### src/rtl/bit_reverser_stream.sv
// Streaming WIDTH-bit reorderer (pass / full reverse / group swap / in-group reverse) with valid/ready
// handshake and delivered-word counter. Define BITREV_SKID_EN for a 2-entry buffer with registered D_RDY.
module bit_reverser_stream #(
  parameter int WIDTH = 8,
  parameter int GROUP = 4,
  parameter int CNT_W = 16
) (
  input  logic             CLK,
  input  logic             RST_N,
  input  logic [WIDTH-1:0] D_IN,
  input  logic [1:0]       D_MODE,
  input  logic             D_VLD,
  output logic             D_RDY,
  output logic [WIDTH-1:0] D_OUT,
  output logic             O_VLD,
  input  logic             O_RDY,
  output logic [CNT_W-1:0] O_CNT
);

  localparam int NGRP = WIDTH / GROUP;

  if (WIDTH < 2 || (WIDTH % GROUP) != 0) begin : g_bad_cfg
    $error("bit_reverser_stream: WIDTH must be >= 2 and a multiple of GROUP");
  end

  typedef enum logic [1:0] {
    EMPTY     = 2'b00,
    FULL      = 2'b01,
    FULL_SKID = 2'b11
  } state_t;

  state_t           state;
  logic             accept;
  logic             deliver;
  logic [WIDTH-1:0] w_rev;
  logic [WIDTH-1:0] w_gswap;
  logic [WIDTH-1:0] w_grev;
  logic [WIDTH-1:0] d_mapped;

  for (genvar i = 0; i < WIDTH; i++) begin : g_rev
    assign w_rev[i] = D_IN[WIDTH-1-i];
  end

  for (genvar k = 0; k < NGRP; k++) begin : g_grp
    for (genvar j = 0; j < GROUP; j++) begin : g_bit
      assign w_gswap[(NGRP-1-k)*GROUP + j] = D_IN[k*GROUP + j];
      assign w_grev[k*GROUP + j]           = D_IN[k*GROUP + GROUP-1-j];
    end
  end

  always_comb begin
    d_mapped = D_IN;
    case (D_MODE)
      2'd1:    d_mapped = w_rev;
      2'd2:    d_mapped = w_gswap;
      2'd3:    d_mapped = w_grev;
      default: d_mapped = D_IN;
    endcase
  end

  assign O_VLD   = (state != EMPTY);
  assign accept  = D_VLD && D_RDY;
  assign deliver = O_VLD && O_RDY;

  always_ff @(posedge CLK) begin
    if (!RST_N) begin
      O_CNT <= '0;
    end else if (deliver) begin
      O_CNT <= O_CNT + CNT_W'(1);
    end
  end

`ifdef BITREV_SKID_EN
  logic [WIDTH-1:0] skid;
  logic             rdy_q;

  assign D_RDY = rdy_q;

  // rdy_q mirrors "skid register empty" for the state being entered, so D_RDY never sees O_RDY.
  always_ff @(posedge CLK) begin
    if (!RST_N) begin
      state <= EMPTY;
      D_OUT <= '0;
      skid  <= '0;
      rdy_q <= 1'b0;
    end else begin
      rdy_q <= 1'b1;
      case (state)
        EMPTY: begin
          if (accept) begin
            D_OUT <= d_mapped;
            state <= FULL;
          end
        end
        FULL: begin
          if (accept && !deliver) begin
            skid  <= d_mapped;
            state <= FULL_SKID;
            rdy_q <= 1'b0;
          end else if (accept) begin
            D_OUT <= d_mapped;
          end else if (deliver) begin
            state <= EMPTY;
          end
        end
        FULL_SKID: begin
          rdy_q <= deliver;
          if (deliver) begin
            D_OUT <= skid;
            state <= FULL;
          end
        end
        default: state <= EMPTY;
      endcase
    end
  end
`else
  assign D_RDY = RST_N && (!O_VLD || O_RDY);

  always_ff @(posedge CLK) begin
    if (!RST_N) begin
      state <= EMPTY;
      D_OUT <= '0;
    end else if (accept) begin
      D_OUT <= d_mapped;
      state <= FULL;
    end else if (deliver) begin
      state <= EMPTY;
    end
  end
`endif

endmodule

### config.mk
export PLATFORM = sky130hd
export DESIGN_NAME = bit_reverser_stream
export DESIGN_NICKNAME = d
export VERILOG_FILES = /design/src/rtl/bit_reverser_stream.sv
export SDC_FILE = /design/constraint.sdc
export NUM_CORES = 1
export LEC_CHECK = 0
export ABC_AREA = 1
export CORE_ASPECT_RATIO = 2
export CORE_MARGIN = 2
export CORE_UTILIZATION = 46
export DETAILED_ROUTE_END_ITERATION = 12
export GPL_ROUTABILITY_DRIVEN = 1
export MAX_ROUTING_LAYER = met4
export PLACE_DENSITY = 0.78
export SYNTH_ARGS = -nofsm -noshare
export SYNTH_HDL_FRONTEND = slang
export SYNTH_SLANG_ARGS = --single-unit
export TNS_END_PERCENT = 100
### constraint.sdc
create_clock -name CLK -period 1.78 [get_ports CLK]
set_clock_uncertainty 0.2 [all_clocks]
set_input_delay 0.356 -clock CLK [delete_from_list [all_inputs] [get_ports CLK]]
set_output_delay 0.356 -clock CLK [all_outputs]
set_load 0.1 [all_outputs]
==> flow_metrics.py <==
metrics = {
    "status": {
        "outcome": "finished clean",
    },
    "synth": {
        "postSynth.asyncResetShare_pct": 0,
        "ys_warn_count": 0,
        "synthDistinctLibCells": 25,
        "ys_seq_elements": 25,
        "synth_ff_type": "dfxtp_1",
        "synth_area_sq_um": 1360,
        "avgSynthCellArea_sq_um": 6.48,
        "yosysSeqAreaShare_pct": 36.9,
        "synth_fp_nets": 224,
        "syn_inst": 209,
        "synth_edf_count": 0,
    },
    "worst_setup_path": {
        "cp-end-kind": "output pin",
        "worst-path-buf-inv": 2,
        "cp.required_ns": 1.22,
        "crit_path_cell_trace": "clkdlybuf4s50_1 > nor2_2 > nor2_4 > buf_12",
        "crit_arrival_ns": 1.22,
        "rr_startpoint": "O_CNT[0]$_SDFFE_PN0P_",
        "crit_slowest_cell": "clkdlybuf4s50_1",
        "cp-start-kind": "input port",
        "critPathKind": "in2out",
        "crit_fanout": 2,
        "critical-path-top-delay-family": "buffers and inverters",
        "slowest_delay_ns": 0.51,
        "cp-startpoint": "O_RDY",
        "reg2reg_slack_ns": 0.25,
    },
    "clock_tree": {
        "h-tree-depth": 1,
        "clk_pin_slew_ns": 0.08,
        "cts_buffers": 3,
        "tritoncts": "built",
        "cts.root.buffer_cell": "clkbuf_8",
        "clkSinkCount": 25,
        "cts_buffer_depth": 2,
        "clk_latency_ns": 0.27,
        "hold_buffers": 0,
    },
    "hold_path": {
        "hold_path_class": "reg2reg",
        "min_from": "O_CNT[8]$_SDFFE_PN0P_",
    },
    "floorplanning": {
        "row_count": 27,
        "start_util_pct": 48.9,
        "dieArea_sq_um": 3420,
        "core_sq_um": 2770,
        "fp.dieW_microns": 42.4,
        "ios": 40,
        "fp.dieH_microns": 80.8,
    },
    "detailed_routing": {
        "postRouteAntennaNets": 0,
        "num_vias": 1563,
        "dr.pass1.iters": 4,
        "via_per_inst": 5.41,
        "wl_microns": 3730,
        "remaining_drc_errors": 0,
        "drt-initial-drc-count": 38,
        "wire_per_inst_microns": 12.9,
    },
    "sta": {
        "finalHoldViolCount": 0,
        "setup_slack_ns": 0.00388,
        "rsz0062_at_grt": "true",
        "slew_headroom_pct": 79.5,
        "maxSlewViolCount": 0,
        "hold_ws_ns": 0.299,
        "setup_viol": 0,
        "fin_crit_ns": 1.78,
        "fin_crit_sh_pct": 99.8,
        "worst_pin_slew_ns": 0.307,
        "clock.fmax_ghz": 0.563,
    },
    "global_route": {
        "grt_pass1_wl_microns": 6350,
        "grt_usage_pct": 24.9,
        "grt_max_degree": 21,
        "antenna_found_initial": 0,
        "grt_remaining_overflow": 0,
        "grt_pass1_vias": 1519,
    },
    "placement": {
        "globalplace.congestion": 0.892,
        "dp_hpwl_microns": 2940,
        "placed_area_sq_um": 2140,
        "dp.cells": 285,
        "dp_slack_ns": -0.150,
        "io_buffer_count": 39,
    },
    "finish": {
        "drive_above_1_share_pct": 26.2,
        "nets": 276,
        "design_area_sq_um": 2180,
        "syn_to_final_growth_pct": 61.0,
        "fillers": 203,
        "final_cells": 289,
        "insertedDiodeCount": 0,
    },
    "job": {
        "max_cap_viol_count": 0,
    },
    "pwr": {
        "finalPower_mw": 1.32,
        "max-vdd-ir-drop_uv": 472,
        "p_per_area_nw_per_um2": 606,
        "p_leak_nw": 0.967,
    },
}
==> sequential cells by signal, summed over array words and instances, names as in the netlist <==
signal  flops
O_CNT      16
D_OUT       8
state       1
==> cell families after synthesis <==
logic type	synth area share [%]
flops	36.9
simple gates	42.7
buf+inv	8.68
xor+xnor	0.646
compound gates	10.2
fa+ha+maj	0.923
==> worst reg2reg max path: stages (launching register included) <==
cell and delay, ns:
dfxtp_2 0.39, ha_1 0.19, inv_1 0.08, nor3_4 0.24, nand4_1 0.15, nand2_1 0.09
nand2_1 0.05, nor2_1 0.07
==> cells in the final DEF (no fill, tap or decap) <==
cell type / instances
o21ai_1: 3
o21a_1: 1
nand2_2: 3
clkdlybuf4s50_1: 12
nor2_4: 2
nor2_2: 2
dfxtp_2: 13
nor3_1: 1
inv_2: 4
nand4_1: 4
dlygate4sd2_1: 1
buf_4: 11
dfxtp_1: 11
buf_12: 26
o21ai_0: 8
nand2_1: 60
nor3b_1: 1
clkbuf_1: 1
a21o_1: 1
dfxtp_4: 1
clkbuf_8: 3
nand3_1: 22
ha_1: 1
nor3_4: 3
inv_1: 23
nor2_1: 28
a21oi_1: 10
o2111ai_1: 2
nand3b_1: 1
xnor2_1: 1
==> timing repair <==
item                       4_1_cts  5_1_grt
gates resized for setup          2        0
setup endpoints to repair        1        1
buffers inserted                 0        0
==> per-layer routing <==
layer	up-vias	GRT usage, %	share of wire (%)
li1	775	-	-
met1	705	22.6	34
met4	0	19.7	5.6
met2	66	46.0	57
met5	-	-	0
met3	17	2.00	3.6
==> layout make-up <==
cell class	instances	area, sq um	share of cell area [%]
Inverter	27	101	4.64
Sequential cell	25	520	23.9
Tap cell	29	36.3	1.66
Multi-Input combinational cell	154	747	34.2
Timing Repair Buffer	50	732	33.5
Clock buffer	4	45.0	2.06
==> final timing paths <==
kind         cells after the start                     end
min reg2reg                      2   O_CNT[8]$_SDFFE_PN0P_
max                              4                   D_RDY
min                              2   O_CNT[8]$_SDFFE_PN0P_
max reg2reg                      7  O_CNT[14]$_SDFFE_PN0P_
==> where the power goes <==
| part | internal (mW) | switching (mW) |
|---|---|---|
| clock network | 0.160 | 0.173 |
| logic | 0.144 | 0.244 |
| registers | 0.578 | 0.0235 |
| total | 0.882 | 0.440 |
==> Yosys cell counts (2+ instances only) <==
cell type / number / share of area (%)
nand2_2: 3 / 1.4
inv_1: 23 / 6.4
nand3_1: 22 / 8.1
nand2_1: 60 / 17
a21oi_1: 10 / 3.7
inv_2: 4 / 1.1
o21ai_1: 3 / 1.1
nor3_4: 3 / 3.6
nor2_1: 30 / 8.3
o2111ai_1: 2 / 1.3
dfxtp_1: 25 / 37
nand4_1: 4 / 1.8
o21ai_0: 8 / 3.0
==> stage by stage <==
stage	utilization, %	TNS [ns]
after detailed placement	77.1	-2.11
after global placement	77.1	-1.52
after floorplan	-	-0.0349
after CTS	78.8	0
final	78.8	0
after global routing	78.8	-0.0213
No activity file was read; power rests on OpenSTA's default activity.
